## config.mk

```make
export PLATFORM = sky130hd
export DESIGN_NAME = h_decoder_11_7
export DESIGN_NICKNAME = d
export VERILOG_FILES = /design/src/rtl/h_decoder_11_7.sv
export SDC_FILE = /design/constraint.sdc
export NUM_CORES = 1
export LEC_CHECK = 0
export BUFFER_PORTS_ARGS = -buffer_cell sky130_fd_sc_hd__buf_2
export CORE_MARGIN = 5
export CORE_UTILIZATION = 50
export DETAILED_ROUTE_END_ITERATION = 6
export GPL_ROUTABILITY_DRIVEN = 0
export PLACE_DENSITY_LB_ADDON = 0.1
export SLEW_MARGIN = 20
export SYNTH_ARGS = -nofsm -noshare
export SYNTH_HDL_FRONTEND = slang
export SYNTH_SLANG_ARGS = --single-unit
```

## constraint.sdc

```tcl
create_clock -name i_Clk -period 0.8 [get_ports i_Clk]
set_clock_uncertainty 0.05 [all_clocks]
set_input_delay 0.16 -clock i_Clk [delete_from_list [all_inputs] [get_ports i_Clk]]
set_output_delay 0.16 -clock i_Clk [all_outputs]
set_load 0.1 [all_outputs]
```

## src/rtl/h_decoder_11_7.sv

```systemverilog
// SEC-DED (11,7) Hamming decoder with overall parity and one output register stage.
// Ports: i_Clk, i_Rst (async high), i_CodeWord[11:0] in; o_Syndrome[4:0], o_DecodWord[6:0], o_ErrorC, o_ErrorD out.
module h_decoder_11_7 (
    input  logic        i_Clk,
    input  logic        i_Rst,
    input  logic [11:0] i_CodeWord,
    output logic [4:0]  o_Syndrome,
    output logic [6:0]  o_DecodWord,
    output logic        o_ErrorC,
    output logic        o_ErrorD
);

    logic [3:0]  syn_s;
    logic        syn_p;
    logic [11:0] fix_mask;
    logic [11:0] cw_fixed;

    logic [4:0]  syndrome_d, syndrome_q;
    logic [6:0]  decod_word_d, decod_word_q;
    logic        error_c_d, error_c_q;
    logic        error_d_d, error_d_q;

    // Each syndrome bit covers the positions whose index has that bit set.
    always_comb begin
        syn_s[0] = ^{i_CodeWord[1], i_CodeWord[3], i_CodeWord[5],
                     i_CodeWord[7], i_CodeWord[9], i_CodeWord[11]};
        syn_s[1] = ^{i_CodeWord[2], i_CodeWord[3], i_CodeWord[6],
                     i_CodeWord[7], i_CodeWord[10], i_CodeWord[11]};
        syn_s[2] = ^{i_CodeWord[4], i_CodeWord[5],
                     i_CodeWord[6], i_CodeWord[7]};
        syn_s[3] = ^{i_CodeWord[8], i_CodeWord[9],
                     i_CodeWord[10], i_CodeWord[11]};
        syn_p    = ^i_CodeWord;
    end

    always_comb begin
        fix_mask  = '0;
        error_c_d = 1'b0;
        error_d_d = 1'b0;
        if (syn_p) begin
            if (syn_s == 4'd0) begin
                // Only the overall parity bit flipped; data is intact.
                error_c_d = 1'b1;
            end else if (syn_s <= 4'd11) begin
                fix_mask  = 12'b1 << syn_s;
                error_c_d = 1'b1;
            end else begin
                // Syndrome points past the codeword: multi-bit error.
                error_d_d = 1'b1;
            end
        end else if (syn_s != 4'd0) begin
            error_d_d = 1'b1;
        end
    end

    always_comb begin
        cw_fixed     = i_CodeWord ^ fix_mask;
        decod_word_d = {cw_fixed[11], cw_fixed[10], cw_fixed[9], cw_fixed[7],
                        cw_fixed[6], cw_fixed[5], cw_fixed[3]};
        syndrome_d   = {syn_p, syn_s};
    end

    always_ff @(posedge i_Clk or posedge i_Rst) begin
        if (i_Rst) begin
            syndrome_q   <= '0;
            decod_word_q <= '0;
            error_c_q    <= 1'b0;
            error_d_q    <= 1'b0;
        end else begin
            syndrome_q   <= syndrome_d;
            decod_word_q <= decod_word_d;
            error_c_q    <= error_c_d;
            error_d_q    <= error_d_d;
        end
    end

    assign o_Syndrome  = syndrome_q;
    assign o_DecodWord = decod_word_q;
    assign o_ErrorC    = error_c_q;
    assign o_ErrorD    = error_d_q;

endmodule

```

==> impl_metrics.csv, run 1 <==
group,metric,value,unit
outcome,status,"did not finish",
outcome,haltStage,"detailed placement (3_5_place_dp)",
outcome,error_line,"[ERROR DPL-0038] Utilization greater than 100%, impossible to legalize",
floorplan,num_rows,13,
yosys,yosysTopAreaCell,"dfrtp_1",
yosys,yosysTopAreaCellShare,48.1,%
yosys,yosysUniqueCellTypes,16,
yosys,yosys-top-cells-area,"dfrtp_1, xnor2_1, xnor2_2, xnor3_2, nand2_1",
placement,portBuffers,27,
yosys,ys_warn_count,0,
yosys,yosysSeqAreaShare,48.1,%
floorplan,start_util,54.6,%
yosys,synth_nets,73,
yosys,synth_cells,59,
yosys,synth_area_per_cell,12.3,µm²
floorplan,die_width,48.2,µm
yosys,ys_ff_latch,14,
floorplan,ios,28,
yosys,syn_area,728,µm²
floorplan,chipHeight,48.2,µm
[kinds of logic after synthesis]
kind of cell           synth area share [%]
buffers and inverters                  1.20
XOR/XNOR                               34.9
AO/OA/AOI/OAI                          2.41
flip-flops                             48.1
AND/OR/NAND/NOR                        13.4
[per-stage QoR]
step	instance area [µm²]	setup TNS [ps]	setup slack, ps	instances
floorplan	895	-4230	-497	59
global placement	1380	-8520	-722	115
[synthesized netlist by cell type]
| library cell | n |
|---|---|
| xnor2_2 | 3 |
| clkinv_2 | 1 |
| and2_4 | 1 |
| xor2_1 | 3 |
| nand3_2 | 1 |
| o21ai_0 | 2 |
| or3_1 | 1 |
| and2_1 | 1 |
| dfrtp_1 | 14 |
| inv_1 | 1 |
| xnor2_1 | 15 |
| nor2_1 | 3 |
| xnor3_2 | 2 |
| nand2_1 | 8 |
| nor3b_2 | 2 |
| o211ai_1 | 1 |
==> run 2, diff against run 1 <==
--- a/config.mk
+++ b/config.mk
@@ -6,11 +6,11 @@
 export NUM_CORES = 1
 export LEC_CHECK = 0
 export BUFFER_PORTS_ARGS = -buffer_cell sky130_fd_sc_hd__buf_2
-export CORE_MARGIN = 5
-export CORE_UTILIZATION = 50
+export CORE_AREA = 5 5 66 68
 export DETAILED_ROUTE_END_ITERATION = 6
+export DIE_AREA = 0 0 71 73
 export GPL_ROUTABILITY_DRIVEN = 0
-export PLACE_DENSITY_LB_ADDON = 0.1
+export PLACE_DENSITY_LB_ADDON = 0.15
 export SLEW_MARGIN = 20
 export SYNTH_ARGS = -nofsm -noshare
 export SYNTH_HDL_FRONTEND = slang
==> run 2 against run 1 <==
Effect of this change: the flow now finishes, with violations (negative setup slack); synthesized area is the same; synthesized cell count stayed put.
==> impl_metrics.csv, run 2 <==
group,metric,value,unit
outcome,status,"finished, violations left",
outcome,violations,"negative setup slack",
drt,viasPerCell,3.75,
sta,maxSlewViolCount,0,
final_layout,drive_gt1_share,79.3,%
yosys,synth.cells.most_frequent,"xnor2_1, dfrtp_1, nand2_1",
yosys,ys_warn_count,0,
yosys,yosysUniqueCellTypes,16,
setup_path,crit_family,"buffers and inverters",
placement,place_area,1420,µm²
setup_path,path_class,"in2reg",
global_route,first_global_vias,704,
sta,fin_crit,1230,ps
final_layout,final_common_cell,"buf_12",
drt,wl_per_cell,11.0,µm
clock_network,cts_tree,"done",
setup_path,crit_path_max_incr_delay,300,ps
global_route,grt_max_degree,15,
sta,holdWs,139,ps
power,ir_drop,0.618,mV
drt,detail-route-antenna-nets,0,
yosys,yosysTopAreaCellShare,48.1,%
global_route,antenna_found_initial,0,
yosys,yosys.cell_count.top_type,"xnor2_1",
yosys,synth_nets,73,
setup_path,crit_chain,"buf_8, xnor2_4, buf_12, xnor2_4, buf_4, or3_1, o211ai_1",
floorplan,core_region_area,3800,µm²
drt,drt-total-wl,1770,µm
clock_network,cts_num_sinks,14,
global_route,grtUsageTotal,7.59,%
floorplan,ios,28,
placement,portBuffers,27,
global_route,met1_usage,6.20,%
global_route,grt_pass1_wl,2970,µm
drt,first_pass_iters,1,
yosys,synth-edff-count,0,
min_path,hold_path.startpoint,"i_CodeWord[6]",
setup_path,end_kind,"flop",
drt,drc,0,
floorplan,num_rows,23,
global_route,gr-total-overflow,0,
final_layout,layout.nets,127,
final_layout,final_area,1690,µm²
yosys,synth_area_per_cell,12.3,µm²
sta,fmaxAchievable,816,MHz
placement,dp.cells,152,
final_layout,largest_reg_flops,7,
power,power_density,2800,nW/µm²
setup_path,worst-path-max-fanout,4,
floorplan,die_width,71,µm
yosys,yosysSeqAreaShare,48.1,%
final_layout,fin_cells,161,
clock_network,cts-root-buf,"clkbuf_8",
sta,worst_slack,-425,ps
setup_path,arrival,1320,ps
yosys,syn_area,728,µm²
floorplan,die-area,5180,µm²
yosys,synth_cells,59,
setup_path,path_buf_inv,3,
global_route,met2_usage,16.0,%
yosys,ys_ff_latch,14,
final_layout,n_antenna_cell,0,
final_layout,final_util,44.6,%
min_path,holdPathStages,3,
final_layout,area_delta_synth_final,132,%
drt,initialDrtViolationCount,0,
sta,hold_viol_final,0,
min_path,whs_endpoint,"o_DecodWord[2]",
global_route,top_usage_layer,"met2",
final_layout,final_cell_mix,"buf_12, dfrtp_4, buf_6, buf_4, xnor2_1",
min_path,hold_path.class,"in2reg",
yosys,synthArstFlopShare,100,%
clock_network,cts_buffers,3,
clock_network,clockBufferDepth,2,
sta,setup-tns-final,-8220,ps
drt,vias,604,
sta,min_period_over_period,153,%
clock_network,path_clk_slew,50,ps
setup_path,critical-path-top-cell-by-count,"xnor2_4",
placement,dp.final_hpwl,1420,µm
setup_path,critPathLaunchType,"input pin",
floorplan,start_util,19.2,%
sta,worst_slew_margin_rel,81.2,%
setup_path,worstPathRequired,900,ps
job,maxCapViolations,0,
sta,setup_viol,27,
sta,rsz0062_at_grt,"true",
yosys,yosysTopAreaCell,"dfrtp_1",
sta,worst-slew-pin-transition,282,ps
yosys,yosys-top-cells-area,"dfrtp_1, xnor2_1, xnor2_2, xnor3_2, nand2_1",
floorplan,chipHeight,73,µm
global_route,use_met3,0.964,%
power,power_leakage,0.000705,µW
clock_network,htree_levels,1,
yosys,ys.flop_type,"dfrtp_1",
setup_path,slowest_stage,"or3_1",
==> run 2: cell counts after synthesis <==
Identical to the previous run, type by type.
==> run 2: area by class of cell <==
cell class / instances / area (µm²)
Inverter: 2 / 8.76
Fill cell: 376 / 2110
Timing Repair Buffer: 49 / 626
Tap cell: 50 / 62.6
Clock buffer: 3 / 41.3
Sequential cell: 14 / 400
Multi-Input combinational cell: 43 / 554
==> run 2: how the worst max path moves through the flow <==
stage | startpoint | endpoint | slack [ps] | depth (start not counted)
after floorplan | i_CodeWord[5] | o_DecodWord[0] | -500 | 6
after global placement | i_CodeWord[5] | o_DecodWord[0] | -750 | 7
after detailed placement | i_CodeWord[5] | o_DecodWord[0] | -740 | 7
after CTS | i_CodeWord[3] | o_DecodWord[6] | -420 | 7
after global routing | i_CodeWord[7] | o_DecodWord[0] | -490 | 7
final | i_CodeWord[6] | o_ErrorD | -430 | 7
==> run 2: repair_timing <==
item	4_1_cts	5_1_grt
pin swaps	17	14
resized for setup	27	16
endpoints found under the hold margin	14	0
hold buffers	1	0
setup endpoints to repair	28	28
buffers inserted	5	2
==> run 2: metal layers <==
layer | vias to the layer above | routed length (µm) | share of wire, %
met3 | 4 | 87 | 4.9
li1 | 288 | - | -
met5 | - | 0 | 0
met4 | 0 | 45 | 2.5
met1 | 295 | 477 | 27
met2 | 17 | 1160 | 66
==> run 2: kinds of logic after synthesis <==
logic type	share of synthesized area (%)
AO/OA/AOI/OAI	2.41
flip-flops	48.1
XOR/XNOR	34.9
AND/OR/NAND/NOR	13.4
buffers and inverters	1.20
==> run 2: per-stage QoR <==
step	setup WS [ps]	power, µW
floorplan	-497	2770
global placement	-753	3860
detailed placement	-739	3890
CTS	-423	4720
global route	-486	4950
finish	-425	4750
==> run 2: power breakdown <==
part           switching, µW  internal (µW)  total (µW)
clock                    213            331         544
combinational           1760           1340        3100
sequential               130            968        1100
(Power assumes the default switching activity.)
==> run 3, diff against run 2 <==
==> constraint.sdc (replaced) <==
create_clock -name i_Clk -period 1.12 [get_ports i_Clk]
set_clock_uncertainty 0.05 [all_clocks]
set_input_delay 0.224 -clock i_Clk [delete_from_list [all_inputs] [get_ports i_Clk]]
set_output_delay 0.224 -clock i_Clk [all_outputs]
set_load 0.1 [all_outputs]
==> run 3 against run 2 <==
Effect of this change: the flow still finishes with violations (negative setup slack); sequential cell count stayed put; highest routed layer unchanged; combinational power is 30% lower; critical endpoint is now o_DecodWord[0]; clock power fell by 26%.
==> impl_metrics.csv, run 3 (synthesized netlist as in run 2, its figures left out) <==
group,metric,value,unit
power,ir_drop,0.492,mV
power,power_density,1950,nW/µm²
placement,dp.final_hpwl,1400,µm
final_layout,final_area,1700,µm²
global_route,grt_max_degree,15,
global_route,grt_pass1_wl,2860,µm
sta,worst_slack,-213,ps
setup_path,path_class,"in2reg",
clock_network,cts_buffers,3,
setup_path,end_kind,"flop",
placement,place_area,1360,µm²
floorplan,die-area,5180,µm²
sta,rsz0062_at_grt,"true",
sta,maxSlewViolCount,0,
floorplan,num_rows,23,
clock_network,htree_levels,1,
global_route,grtUsageTotal,7.29,%
sta,hold_viol_final,0,
floorplan,chipHeight,73,µm
final_layout,layout.nets,127,
sta,fin_crit,1330,ps
drt,initialDrtViolationCount,10,
drt,wl_per_cell,10.1,µm
power,internal-power,1810,µW
setup_path,worstPathRequired,1190,ps
clock_network,cts_tree,"done",
min_path,hold_path.class,"in2reg",
setup_path,worst-path-max-fanout,3,
clock_network,cts-root-buf,"clkbuf_8",
drt,vias,576,
placement,portBuffers,27,
drt,drt-total-wl,1630,µm
final_layout,fin_cells,162,
sta,setup_viol,8,
setup_path,arrival,1400,ps
floorplan,start_util,19.2,%
power,clock_power_share,12.1,%
drt,first_pass_iters,2,
sta,min_period_over_period,119,%
sta,setup-tns-final,-1440,ps
final_layout,largest_reg_flops,7,
clock_network,clockBufferDepth,2,
floorplan,die_width,71,µm
sta,worst_slew_margin_rel,82.3,%
setup_path,critPathLaunchType,"input pin",
global_route,gr-total-overflow,0,
sta,fmaxAchievable,750,MHz
clock_network,path_clk_slew,50,ps
power,power_switching,1510,µW
power,pwr-share-seq,22.2,%
power,power_leakage,0.000725,µW
floorplan,ios,28,
final_layout,drive_gt1_share,81.3,%
global_route,antenna_found_initial,0,
final_layout,area_delta_synth_final,134,%
drt,drc,0,
final_layout,final_common_cell,"buf_4",
power,netSwitchingFraction,45.4,%
floorplan,core_region_area,3800,µm²
outcome,violations,"negative setup slack",
power,pwr-share-comb,65.7,%
clock_network,cts_num_sinks,14,
drt,viasPerCell,3.56,
placement,dp.cells,151,
final_layout,final_cell_mix,"buf_4, buf_12, dfrtp_2",
global_route,first_global_vias,663,
job,maxCapViolations,0,
drt,detail-route-antenna-nets,0,
sta,worst-slew-pin-transition,266,ps
final_layout,n_antenna_cell,0,
outcome,status,"finished, violations left",
-- run 3: layout make-up --
cell class | instances | area, µm²
Multi-Input combinational cell | 43 | 621
Fill cell | 348 | 2100
Tap cell | 50 | 62.6
Sequential cell | 14 | 367
Clock buffer | 4 | 45.0
Inverter | 2 | 8.76
Timing Repair Buffer | 49 | 599
-- run 3: final timing paths --
check	from	slack, ps	cells past startpoint	to
worst min-delay path	i_CodeWord[6]	220	3	o_DecodWord[2]
max in group asynchronous	i_Rst	370	4	o_Syndrome[3]
min in group asynchronous	i_Rst	470	4	o_Syndrome[1]
worst max-delay path	i_CodeWord[7]	-210	7	o_DecodWord[0]
-- run 3: through the flow --
step	hold WS, ps	total power (µW)	util (%)	setup slack [ps]
floorplan	62.3	1910	-	-241
global placement	173	2690	35.7	-520
detailed placement	174	2710	35.7	-539
CTS	208	3190	40.3	-218
global route	222	3470	44.8	-253
finish	217	3320	44.8	-213
-- run 3: metal layers --
layer	vias up	global-route usage [%]	part of all wire (%)
li1	288	-	-
met1	267	6.78	31
met2	17	13.7	60
met3	4	2.20	5.8
met4	0	4.80	2.5
met5	-	0	0
-- run 3: what timing repair did --
action	CTS	global route
buffers inserted	4	2
cloned	0	0
pin swaps	9	13
endpoints found under the hold margin	14	0
hold buffers	1	0
gates resized for setup	22	27
setup endpoints to repair	11	12
-- run 3: worst max-delay path, stage by stage --
cell	delay, ps
buf_12	110
xnor2_4	160
xnor3_2	480
clkinv_2	70
and2_4	150
nand3_4	70
xnor2_2	130
-- run 3: power groups by stage --
stage | logic [µW] | clock network (µW) | registers, µW
after floorplan | 378 | 0 | 1540
after global placement | 1940 | 0 | 745
after detailed placement | 1960 | 0 | 750
after CTS | 2030 | 416 | 741
after global routing | 2270 | 440 | 754
final | 2180 | 401 | 737
